<file path="config.mk">
export PLATFORM = sky130hd
export DESIGN_NAME = face_scan_sequencer_flat
export DESIGN_NICKNAME = d
export VERILOG_FILES = /design/src/rtl/face_scan_sequencer_if.sv /design/src/rtl/face_scan_sequencer.sv /design/src/flat_wrapper.sv
export SDC_FILE = /design/constraint.sdc
export NUM_CORES = 1
export LEC_CHECK = 0
export BUFFER_PORTS_ARGS = -buffer_cell sky130_fd_sc_hd__buf_4
export CAP_MARGIN = 30
export CORE_MARGIN = 2
export CORE_UTILIZATION = 55
export DETAILED_ROUTE_END_ITERATION = 7
export PLACE_DENSITY = 0.77
export SETUP_SLACK_MARGIN = 0.3
export SYNTH_ARGS = -nofsm -noshare
export SYNTH_HDL_FRONTEND = slang
export SYNTH_SLANG_ARGS = --single-unit
</file>
<file path="constraint.sdc">
create_clock -name clk -period 4.46 [get_ports clk]
set_input_delay 0.892 -clock clk [delete_from_list [all_inputs] [get_ports clk]]
set_output_delay 0.892 -clock clk [all_outputs]
set_load 0.01 [all_outputs]
</file>
<file path="src/rtl/face_scan_sequencer_if.sv">
// Handshake bundle between the face scan sequencer, the solve FSM, the motion controller and the classifier.
// The slave modport is the sequencer side; the master modport drives start, move_done and color.
interface face_scan_sequencer_if;
  logic        start;
  logic        move_done;
  logic [2:0]  color;
  logic        move_req;
  logic [3:0]  pos;
  logic        busy;
  logic        done;
  logic [26:0] face;
  logic [8:0]  err_mask;

  modport master (
    output start, move_done, color,
    input  move_req, pos, busy, done, face, err_mask
  );

  modport slave (
    input  start, move_done, color,
    output move_req, pos, busy, done, face, err_mask
  );
endinterface

</file>
<file path="src/rtl/face_scan_sequencer.sv">
// Scans nine facelets (move, settle, debounce, store) into a 27-bit face word plus error mask; all outputs registered.
// Per facelet: MOVE until move_done, SETTLE_CYCLES, up to TIMEOUT sample cycles, one store cycle; start is ignored while busy.
module face_scan_sequencer #(
  parameter int SETTLE_CYCLES = 1000,
  parameter int MATCH_COUNT   = 8,
  parameter int TIMEOUT       = 4096
) (
  input logic                  clk,
  input logic                  rst,
  face_scan_sequencer_if.slave bus
);

  localparam logic [15:0] SETTLE_LAST = 16'(SETTLE_CYCLES - 1);
  localparam logic [15:0] TMO_LAST    = 16'(TIMEOUT - 1);
  localparam logic [7:0]  MATCH_N     = 8'(MATCH_COUNT);

  typedef enum logic [2:0] {
    IDLE,
    MOVE,
    SETTLE,
    SAMPLE,
    STORE,
    DONE
  } state_t;

  state_t      state;
  state_t      state_nx;

  logic [15:0] settle_cnt;
  logic [15:0] tmo_cnt;
  logic [7:0]  run;
  logic [7:0]  run_nx;
  logic [2:0]  last;
  logic [2:0]  last_nx;
  logic        match;
  logic        store_err;

  logic [3:0]  pos_q;
  logic [26:0] face_q;
  logic [8:0]  err_q;
  logic        move_req_q;
  logic        busy_q;
  logic        done_q;

  always_ff @(posedge clk or posedge rst) begin
    if (rst) begin
      state <= IDLE;
    end else begin
      state <= state_nx;
    end
  end

  // Debounce evaluation runs every cycle; its result is only consumed in SAMPLE.
  always_comb begin
    state_nx = state;
    run_nx   = run;
    last_nx  = last;

    if (bus.color >= 3'd6) begin
      run_nx = 8'd0;
    end else if (run != 8'd0 && bus.color == last) begin
      run_nx = run + 8'd1;
    end else begin
      run_nx  = 8'd1;
      last_nx = bus.color;
    end
    match = (run_nx == MATCH_N);

    case (state)
      IDLE:    if (bus.start) state_nx = MOVE;
      MOVE:    if (bus.move_done) state_nx = SETTLE;
      SETTLE:  if (settle_cnt == SETTLE_LAST) state_nx = SAMPLE;
      SAMPLE:  if (match || tmo_cnt == TMO_LAST) state_nx = STORE;
      STORE:   state_nx = (pos_q == 4'd8) ? DONE : MOVE;
      DONE:    state_nx = IDLE;
      default: state_nx = IDLE;
    endcase
  end

  always_ff @(posedge clk or posedge rst) begin
    if (rst) begin
      settle_cnt <= 16'd0;
      tmo_cnt    <= 16'd0;
      run        <= 8'd0;
      last       <= 3'd0;
      store_err  <= 1'b0;
      pos_q      <= 4'd0;
      face_q     <= 27'd0;
      err_q      <= 9'd0;
    end else begin
      case (state)
        IDLE: begin
          if (bus.start) begin
            pos_q  <= 4'd0;
            face_q <= 27'd0;
            err_q  <= 9'd0;
          end
        end
        MOVE: begin
          if (bus.move_done) settle_cnt <= 16'd0;
        end
        SETTLE: begin
          settle_cnt <= settle_cnt + 16'd1;
          if (settle_cnt == SETTLE_LAST) begin
            run     <= 8'd0;
            tmo_cnt <= 16'd0;
          end
        end
        SAMPLE: begin
          run       <= run_nx;
          last      <= last_nx;
          tmo_cnt   <= tmo_cnt + 16'd1;
          // A match on the final timeout cycle still counts as a clean read.
          store_err <= !match;
        end
        STORE: begin
          for (int i = 0; i < 9; i++) begin
            if (pos_q == 4'(i)) begin
              face_q[3*i +: 3] <= store_err ? 3'd7 : last;
              if (store_err) err_q[i] <= 1'b1;
            end
          end
          if (pos_q != 4'd8) pos_q <= pos_q + 4'd1;
        end
        default: ;
      endcase
    end
  end

  always_ff @(posedge clk or posedge rst) begin
    if (rst) begin
      move_req_q <= 1'b0;
      busy_q     <= 1'b0;
      done_q     <= 1'b0;
    end else begin
      move_req_q <= (state_nx == MOVE);
      busy_q     <= (state_nx != IDLE);
      done_q     <= (state_nx == DONE);
    end
  end

  assign bus.move_req = move_req_q;
  assign bus.pos      = pos_q;
  assign bus.busy     = busy_q;
  assign bus.done     = done_q;
  assign bus.face     = face_q;
  assign bus.err_mask = err_q;

endmodule

</file>
<file path="src/flat_wrapper.sv">
// flat-port wrapper written by rule: the top's interface ports become plain ports
module face_scan_sequencer_flat 
#(
  parameter int SETTLE_CYCLES = 1000,
  parameter int MATCH_COUNT   = 8,
  parameter int TIMEOUT       = 4096
)
  (clk, rst, bus_start, bus_move_done, bus_color, bus_move_req, bus_pos, bus_busy, bus_done, bus_face, bus_err_mask);
  face_scan_sequencer_if bus_i ();
  input logic clk;
  input logic rst;
  input wire logic [$bits(bus_i.start)-1:0] bus_start;
  input wire logic [$bits(bus_i.move_done)-1:0] bus_move_done;
  input wire logic [$bits(bus_i.color)-1:0] bus_color;
  output wire logic [$bits(bus_i.move_req)-1:0] bus_move_req;
  output wire logic [$bits(bus_i.pos)-1:0] bus_pos;
  output wire logic [$bits(bus_i.busy)-1:0] bus_busy;
  output wire logic [$bits(bus_i.done)-1:0] bus_done;
  output wire logic [$bits(bus_i.face)-1:0] bus_face;
  output wire logic [$bits(bus_i.err_mask)-1:0] bus_err_mask;
  assign bus_i.start = bus_start;
  assign bus_i.move_done = bus_move_done;
  assign bus_i.color = bus_color;
  assign bus_move_req = bus_i.move_req;
  assign bus_pos = bus_i.pos;
  assign bus_busy = bus_i.busy;
  assign bus_done = bus_i.done;
  assign bus_face = bus_i.face;
  assign bus_err_mask = bus_i.err_mask;
  face_scan_sequencer #(.SETTLE_CYCLES(SETTLE_CYCLES), .MATCH_COUNT(MATCH_COUNT), .TIMEOUT(TIMEOUT)) u_core (.clk(clk), .rst(rst), .bus(bus_i));
endmodule
</file>
**Word level (Yosys, flattened, before mapping)**

Index checks and enable logic that the tools add are counted.

- Register bits after elaboration: 90
- Output and inout port bits: 43
- Word-level logic and storage cells: 141

- $add $sub $neg: 4
- $lt $le $gt $ge: 1
- Equal/unequal tests: 33
- Muxes and demuxes: 41
- Bitwise logic cells: 2
- Reductions and logical operators: 32

Operator list:

| kind | number |
|---|---|
| case mux 16 bit (2 select lines) | 2 |
| case mux 27 bit (2 select lines) | 1 |
| 2-to-1 mux 3 bit | 15 |
| AND reduction 4 bit | 9 |
| AND reduction 3 bit | 11 |
| adder 16 x 1 -> 16 bit (second input constant) | 2 |
| 2-to-1 mux 16 bit | 2 |
| 2-to-1 mux 27 bit | 1 |
| 2-to-1 mux 8 bit | 3 |
| inequality test 2 x 1 -> 1 bit (second input constant) | 12 |
| case mux 9 bit (2 select lines) | 1 |
| == test 16 x 10 -> 1 bit (second input constant) | 1 |
| == test 16 x 12 -> 1 bit (second input constant) | 1 |
| == test 4 x 3 -> 1 bit (second input constant) | 4 |
| case mux 8 bit (2 select lines) | 1 |
| case mux 3 bit (5 select lines) | 1 |
| 2-to-1 mux 1 bit | 10 |
| 2-to-1 mux 9 bit | 1 |
| adder 8 x 1 -> 8 bit (second input constant) | 1 |
| == test 4 x 2 -> 1 bit (second input constant) | 2 |
| == test 8 x 4 -> 1 bit (second input constant) | 1 |
| 2-to-1 mux 4 bit | 2 |
| case mux 4 bit (2 select lines) | 1 |
| nonzero test 8 bit | 1 |
| 19 further kinds | 27 |

**Longest topological paths before layout**

Gate-level depths: netlist of the first run.

- Depth in word-level cells: 9
- Depth in mapped cells: 7
- Gate-level depth less buffers: 7

**Worst setup path before layout of the first run**

Ideal clock, no wire load.

- Path type: input -> register
- From: in bus_color[1]
- To: reg u_core.state[1]
- Library setup time: 0.149 ns
- Arrival time: 1.842 ns
- Data required time: 4.311 ns
- Slack: 2.469 ns
- Cell stages on the path: 5
- Cells stage by stage: xnor2_1 nand3_1 a2111oi_0 and3_1 o21ai_0

- Cells in the longest elaborated chain, start to end: 8

Ends and longest elaborated chain:

| item | line | text |
|---|---|---|
| start, declared | flat_wrapper.sv:14 | `input wire logic [$bits(bus_i.color)-1:0] bus_color;` |
| == test 3 bit | face_scan_sequencer.sv:61 | `end else if (run != 8'd0 && bus.color == last) begin` |
| logical AND 1 bit | face_scan_sequencer.sv:61 |  |
| 2-to-1 mux 8 bit | face_scan_sequencer.sv:61 |  |
| 2-to-1 mux 8 bit (*) | face_scan_sequencer.sv:59 | `if (bus.color >= 3'd6) begin` |
| == test 8 x 4 -> 1 bit (*) | face_scan_sequencer.sv:67 | `match = (run_nx == MATCH_N);` |
| logical OR 1 bit (*) | face_scan_sequencer.sv:73 | `SAMPLE: if (match \|\| tmo_cnt == TMO_LAST) state_nx = STORE;` |
| 2-to-1 mux 3 bit (*) | face_scan_sequencer.sv:73 |  |
| case mux 3 bit (5 select lines) (*) | face_scan_sequencer.sv:69 | `case (state)` |
| via u_core.state_nx[1] | face_scan_sequencer.sv:27 | `state_t state_nx;` |
| end signal, assigned | face_scan_sequencer.sv:49 | `state <= state_nx;` |
| end, declared | face_scan_sequencer.sv:26 | `state_t state;` |

The timed path passes the listed nets; every way through them passes the cells marked *.
A chain may end at the register's enable or synchronous reset.

**Worst setup path after layout of the first run**

- From: reg u_core.state[0]
- To: reg u_core.run[5]

- Cells in the longest elaborated chain, start to end: 3

Ends and longest elaborated chain:

| item | line | text |
|---|---|---|
| == test 3 x 2 -> 1 bit | face_scan_sequencer.sv:91 | `case (state)` |
| inequality test 2 x 1 -> 1 bit (no line) / nonzero test 2 bit (equally long branches) | - |  |
| AND reduction 2 bit (no line) | - |  |
| end signal, assigned | face_scan_sequencer.sv:110 | `run <= run_nx;` |
| end, declared | face_scan_sequencer.sv:31 | `logic [7:0] run;` |

Parallel ways exist; a longest one is shown, timed or not.

==> results of run 1 <==
## sequential cells by signal, indices dropped and copies added, names as in the netlist
| name | flops |
|---|---|
| u_core.settle_cnt | 16 |
| u_core.bus.err_mask | 9 |
| u_core.bus.face | 27 |
| u_core.run | 8 |
| u_core.bus.busy | 1 |
| u_core.store_err | 1 |
| u_core.bus.done | 1 |
| u_core.last | 3 |
| u_core.tmo_cnt | 16 |
| u_core.state | 3 |
| u_core.bus.pos | 4 |
| u_core.bus.move_req | 1 |
## power by group through the flow
| stage | clock network [mW] | registers [mW] | logic (mW) |
|---|---|---|---|
| after floorplan | 0 | 1.04 | 0.438 |
| after global placement | 0 | 1.06 | 0.582 |
| after detailed placement | 0 | 1.07 | 0.603 |
| after CTS | 0.633 | 1.05 | 0.604 |
| after global routing | 0.667 | 1.07 | 0.670 |
| final | 0.620 | 1.05 | 0.603 |
## area by class of cell
cell class              instances  area share, %
flip-flops and latches         90          44.85
multi-input cells             309          39.77
repair buffers                 50          7.476
well taps                     102          2.542
clock buffers                   9          2.467
clock inverters                 7          2.043
inverters                      11         0.8472
## critical path, cell delays in order (launching register included)
cell and delay (ps):
dfrtp_1 600, and3b_1 610, nand2_1 200, a211oi_2 540, o21ai_0 180, a31oi_1 200
## cells in the final DEF (no fill, tap or decap), types with 4 or more instances in the layout
cell and n:
or3_1 4, o31ai_1 7, nor4_1 4, mux2_2 28
nor2_1 34, nand3b_1 4, o21a_1 4, o21ai_0 30
a31oi_1 8, nor3_1 6, inv_1 10, and3_1 6
o211ai_1 4, xor2_1 4, mux2i_1 11, a21oi_1 21
nand2_1 46, xnor2_1 4, nand3_1 28, ha_1 8
clkbuf_8 9, nand4_1 9, buf_4 50, dfrtp_1 90
## per-stage QoR
step | total power, mW | utilization (%)
detailed placement | 1.669 | 62.37
CTS | 2.288 | 65.32
global placement | 1.642 | 62.37
finish | 2.276 | 65.32
global route | 2.408 | 65.32
floorplan | 1.475 | -
## cell families after synthesis
family          count (synthesis)  share of synthesized area [%]
flops                          90                          51.80
xor+xnor                        8                          1.611
buf+inv                        23                          2.274
fa+ha+maj                       8                          2.302
mux                            39                          9.784
compound gates                 91                          12.89
simple gates                  163                          19.34
## per-layer routing
metal	part of all wire [%]	global-route usage (%)
met2	47	35.63
met3	5.0	4.963
met1	46	32.10
met5	0	0
met4	1.5	8.701
## final timing paths
kind | to | start | slack, ps | depth (start not counted)
setup / recovery | u_core.run[5]$_DFFE_PP0P_ | u_core.state[0]$_DFF_PP0_ | 2060 | 5
hold / removal | u_core.settle_cnt[15]$_DFFE_PP0P_ | u_core.settle_cnt[15]$_DFFE_PP0P_ | 490 | 1
setup reg to reg | u_core.run[5]$_DFFE_PP0P_ | u_core.state[0]$_DFF_PP0_ | 2060 | 5
hold reg to reg | u_core.settle_cnt[15]$_DFFE_PP0P_ | u_core.settle_cnt[15]$_DFFE_PP0P_ | 490 | 1
max in group asynchronous | u_core.settle_cnt[7]$_DFFE_PP0P_ | rst | 2790 | 3
min in group asynchronous | u_core.bus.face[14]$_DFFE_PP0P_ | rst | 660 | 2
==> impl_metrics.py, run 1 <==
metrics = {
    "status": {
        "status": "complete, no violations",
    },
    "synth": {
        "synth_nets": 437,
        "synthTopCellsByCount": "90 x dfrtp_1, 46 x nand2_1, 34 x nor2_1",
        "netlist.area_leader.share_pct": 51.80,
        "ys_seq_area_share_pct": 51.80,
        "yosysTopAreaCell": "dfrtp_1",
        "netlist_area_mm2": 0.004348,
        "yosysMostFrequentCell": "dfrtp_1",
        "syn_inst": 422,
        "synthArstFlopShare_pct": 100.0,
        "syn_avg_cell_area_um2": 10.30,
        "ys.flop_type": "dfrtp_1",
        "synth_cell_types": 51,
        "yosysWarnings": 0,
        "yosys-top-cells-area": "dfrtp_1 52%, mux2_2 7.3%, nand2_1 4.0%",
        "ys_seq_elements": 90,
        "synth_edf_count": 0,
    },
    "placed_design": {
        "placed_cell_area_mm2": 0.004795,
        "dp_hpwl_mm": 6.466,
        "gp_congestion": 0.8396,
        "preCtsSetupSlack_ps": 1965,
        "portBuffers": 49,
        "place_inst": 562,
    },
    "clock_tree": {
        "cts_setup_buffers": 0,
        "cts_sinks": 90,
        "holdBufCountCts": 0,
        "cts-root-buf": "clkbuf_8",
        "cts_buffer_depth": 2,
        "cts_tree": "built",
        "clk_pin_slew_worst_paths_ps": 90,
        "cts_buffers": 9,
        "insertion_delay_ps": 360,
        "cts_resized": 0,
        "cts-htree-levels": 3,
    },
    "cells_and_area": {
        "fillerInstances": 609,
        "drive_above_1_share_pct": 22.48,
        "seqCellArea_mm2": 0.002252,
        "antenna_cells": 0,
        "post_layout_nonfiller_instances": 578,
        "finalNetCount": 486,
        "fin_area_mm2": 0.005021,
        "area_growth_pct": 15.48,
        "multi_input_area_mm2": 0.001997,
    },
    "power_and_ir_drop": {
        "p_switching_mw": 0.7797,
        "p_int_mw": 1.496,
        "pwr-share-seq_pct": 46.2,
        "power_frac_comb_pct": 26.5,
        "p_leak_nw": 2.360,
        "clock_power_share_pct": 27.3,
        "p_per_area_mw_per_mm2": 453.2,
        "swShare_pct": 34.26,
        "ir_drop_uv": 278.6,
    },
    "timing": {
        "tightest_slew_ps": 861.0,
        "relSlewSlack_pct": 42.39,
        "setup_violations": 0,
        "finalMaxSlewViolations": 0,
        "hold_violations": 0,
        "period_needed_ps": 2395,
        "fmax_mhz": 417.5,
        "timing.hold.ws_ps": 494.3,
        "grt_setup_unrepaired": "false",
        "fin_skew_ps": 7.199,
        "fin_ws_ps": 2065,
        "tns_ps": 0,
        "post-route-period-util_pct": 53.71,
    },
    "critical_path": {
        "required_ps": 4750,
        "path_max_fanout": 16,
        "critPathCaptureType": "flip-flop",
        "worst_ep_arrival_time_ps": 2680,
        "startpoint_type": "flip-flop",
        "path_class": "flip-flop to flip-flop",
    },
    "global_route": {
        "grt_pass1_wl_mm": 15.72,
        "antenna_found_initial": 0,
        "grt_max_degree": 48,
        "grt_overflow": 0,
        "grt_use_total_pct": 23.04,
        "grt_pass1_vias": 3275,
    },
    "die": {
        "io_pins": 50,
        "core-area_mm2": 0.007687,
        "rows": 32,
        "start_util_pct": 56.56,
        "die_h_um": 92.91,
        "die-area_mm2": 0.008632,
        "die_w_um": 92.91,
    },
    "detailed_routing": {
        "routed_wl_mm": 9.166,
        "route.detailed.drc": 0,
        "vias_per_cell": 5.829,
        "avgRoutedWirePerCell_um": 15.86,
        "vias": 3369,
        "first_pass_iters": 4,
        "antenna_left": 0,
        "drtIter0Drc": 197,
    },
    "hold_path": {
        "hp-class": "flip-flop to flip-flop",
    },
    "flow_run": {
        "cap_violations": 0,
    },
}
Note: power is estimated with default switching activity, not from simulation.
==> run 2, diff against run 1 <==
--- a/config.mk
+++ b/config.mk
@@ -8,7 +8,7 @@
 export BUFFER_PORTS_ARGS = -buffer_cell sky130_fd_sc_hd__buf_4
 export CAP_MARGIN = 30
 export CORE_MARGIN = 2
-export CORE_UTILIZATION = 55
+export CORE_UTILIZATION = 53
 export DETAILED_ROUTE_END_ITERATION = 7
 export PLACE_DENSITY = 0.77
 export SETUP_SLACK_MARGIN = 0.3
==> constraint.sdc (replaced) <==
create_clock -name clk -period 2 [get_ports clk]
set_input_delay 0.4 -clock clk [delete_from_list [all_inputs] [get_ports clk]]
set_output_delay 0.4 -clock clk [all_outputs]
set_load 0.01 [all_outputs]
==> impl_metrics.py, run 2 (same netlist as run 1, synthesis figures left out) <==
metrics = {
    "power_and_ir_drop": {
        "power_frac_comb_pct": 38.3,
        "pwr-share-seq_pct": 40.7,
        "swShare_pct": 37.67,
        "p_per_area_mw_per_mm2": 980.8,
        "ir_drop_uv": 577.9,
        "clock_power_share_pct": 21.0,
        "p_int_mw": 3.562,
        "p_leak_nw": 2.707,
        "p_switching_mw": 2.153,
        "power_mw": 5.715,
    },
    "critical_path": {
        "slowest_stage": "or3_4",
        "startpoint_type": "flip-flop",
        "path_max_fanout": 5,
        "cp_cell_sequence": "or3_4 -> nor4b_4 -> buf_6 -> a211oi_4 -> buf_4 -> a21oi_1 -> a31oi_1",
        "path_class": "flip-flop to flip-flop",
        "reg2reg_from": "u_core.run[7]$_DFFE_PP0P_",
        "r2r-end": "u_core.run[4]$_DFFE_PP0P_",
        "worst_path_largest_cell_delay_ps": 420,
        "r2r_slack_ps": 130,
        "rr_worst_depth": 7,
        "worst_ep_arrival_time_ps": 2100,
        "required_ps": 2240,
        "critPathCaptureType": "flip-flop",
    },
    "clock_tree": {
        "cts_sinks": 90,
        "holdBufCountCts": 0,
        "cts_tree": "built",
        "clk_pin_slew_worst_paths_ps": 100,
        "cts_buffers": 9,
        "cts-htree-levels": 3,
        "insertion_delay_ps": 380,
        "cts_buffer_depth": 2,
        "cts-root-buf": "clkbuf_8",
    },
    "cells_and_area": {
        "drive_above_1_share_pct": 44.15,
        "seqCellArea_mm2": 0.002261,
        "antenna_cells": 0,
        "final_cell_mix": "97 x buf_4, 83 x dfrtp_1, 38 x nand2_1",
        "final_common_cell": "buf_4",
        "largest_register_ffs": 27,
        "post_layout_nonfiller_instances": 635,
        "multi_input_area_mm2": 0.002415,
        "finalNetCount": 540,
        "fillerInstances": 572,
        "area_growth_pct": 34.01,
        "fin_util_pct": 72.00,
    },
    "detailed_routing": {
        "antenna_left": 0,
        "wl_met1_mm": 4.735,
        "vias_per_cell": 5.981,
        "wl_met2_mm": 5.622,
        "routed_wl_mm": 11.20,
        "dr.max_layer_used": "met4",
        "avgRoutedWirePerCell_um": 17.64,
        "first_pass_iters": 5,
        "vias": 3798,
        "route.detailed.drc": 0,
        "met3_wirelength_um": 567,
        "drtIter0Drc": 268,
    },
    "placed_design": {
        "dp_hpwl_mm": 7.102,
        "place_inst": 592,
        "gp_congestion": 0.8839,
        "portBuffers": 49,
    },
    "timing": {
        "fmax_mhz": 536.1,
        "hold_violations": 0,
        "setup_violations": 0,
        "fin_skew_ps": 12.71,
        "grt_setup_unrepaired": "true",
        "relSlewSlack_pct": 68.56,
        "post-route-period-util_pct": 93.26,
        "period_needed_ps": 1865,
        "tns_ps": 0,
        "tightest_slew_ps": 471.6,
        "finalMaxSlewViolations": 0,
    },
    "global_route": {
        "grt_max_degree": 91,
        "grt_use_total_pct": 25.36,
        "grt_overflow": 0,
        "antenna_found_initial": 0,
        "grt_pass1_vias": 3615,
        "grt_pass1_wl_mm": 17.50,
    },
    "die": {
        "rows": 33,
        "die-area_mm2": 0.008944,
        "die_h_um": 94.58,
        "core-area_mm2": 0.008093,
        "start_util_pct": 53.73,
        "io_pins": 50,
        "die_w_um": 94.58,
    },
    "flow_run": {
        "cap_violations": 0,
    },
    "hold_path": {
        "hp-class": "input pin to async pin",
    },
    "status": {
        "status": "complete, no violations",
    },
}
[run 2: changes by cell type in the layout (fill, tap and decap cells not counted), sizes merged]
cell | before | now
buf | 50 | 102
inv | 11 | 16
clkinv | 4 | 1
bufinv | 2 | 0
o31a | 1 | 2
or3 | 4 | 5
[run 2: critical path, delay by kind of cell, from the launching register on]
kind,cells,cell delay (ps)
buf+inv,2,360
simple gates,2,660
flops,1,400
compound gates,3,320
[run 2: timing repair]
action,4_1_cts,5_1_grt
setup endpoints to repair,53,71
setup buffers,12,13
gates resized for setup,39,61
pin swaps,12,19
cloned,2,0
[run 2: metal layers]
metal	GRT usage, %	vias to the layer above
met5	0	-
met2	41.31	136
met4	9.662	0
met3	5.267	27
li1	-	1745
met1	33.60	1890
[run 2: area by class of cell]
cell class,count,area share (%)
timing repair buffer,102,13.61
clock inverter,7,0.9878
inverter,11,0.7730
tap,105,2.255
multi-input combinational,311,41.44
clock buffer,9,2.126
sequential,90,38.80
[run 2: how the worst max path moves through the flow]
| stage | endpoint | slack, ps | from |
|---|---|---|---|
| 6_report | u_core.run[4]$_DFFE_PP0P_ | 130 | u_core.run[7]$_DFFE_PP0P_ |
| 5_1_grt | u_core.run[4]$_DFFE_PP0P_ | 120 | u_core.run[6]$_DFFE_PP0P_ |
| 4_1_cts | u_core.last[0]$_DFFE_PP0P_ | 150 | u_core.run[5]$_DFFE_PP0P_ |
| 3_5_place_dp | u_core.run[5]$_DFFE_PP0P_ | 30 | u_core.settle_cnt[8]$_DFFE_PP0P_ |
| 3_3_place_gp | u_core.run[2]$_DFFE_PP0P_ | 70 | u_core.settle_cnt[8]$_DFFE_PP0P_ |
| 2_1_floorplan | u_core.tmo_cnt[10]$_DFFE_PP0P_ | 210 | u_core.settle_cnt[7]$_DFFE_PP0P_ |
[run 2: power groups by stage]
stage | combinational, mW | clock (mW) | sequential, mW
floorplan | 1.09 | 0 | 2.32
global placement | 1.56 | 0 | 2.33
detailed placement | 1.61 | 0 | 2.34
CTS | 1.87 | 1.21 | 2.30
global route | 2.38 | 1.29 | 2.35
finish | 2.19 | 1.20 | 2.32
[run 2: per-stage QoR]
step	worst slack, ps	hold slack, ps	cell area [µm²]
global route	119.6	162.0	5827
global placement	74.24	470.3	5090
detailed placement	28.77	475.6	5090
CTS	149.6	161.3	5520
floorplan	213.0	446.8	4461
finish	134.8	131.9	5827
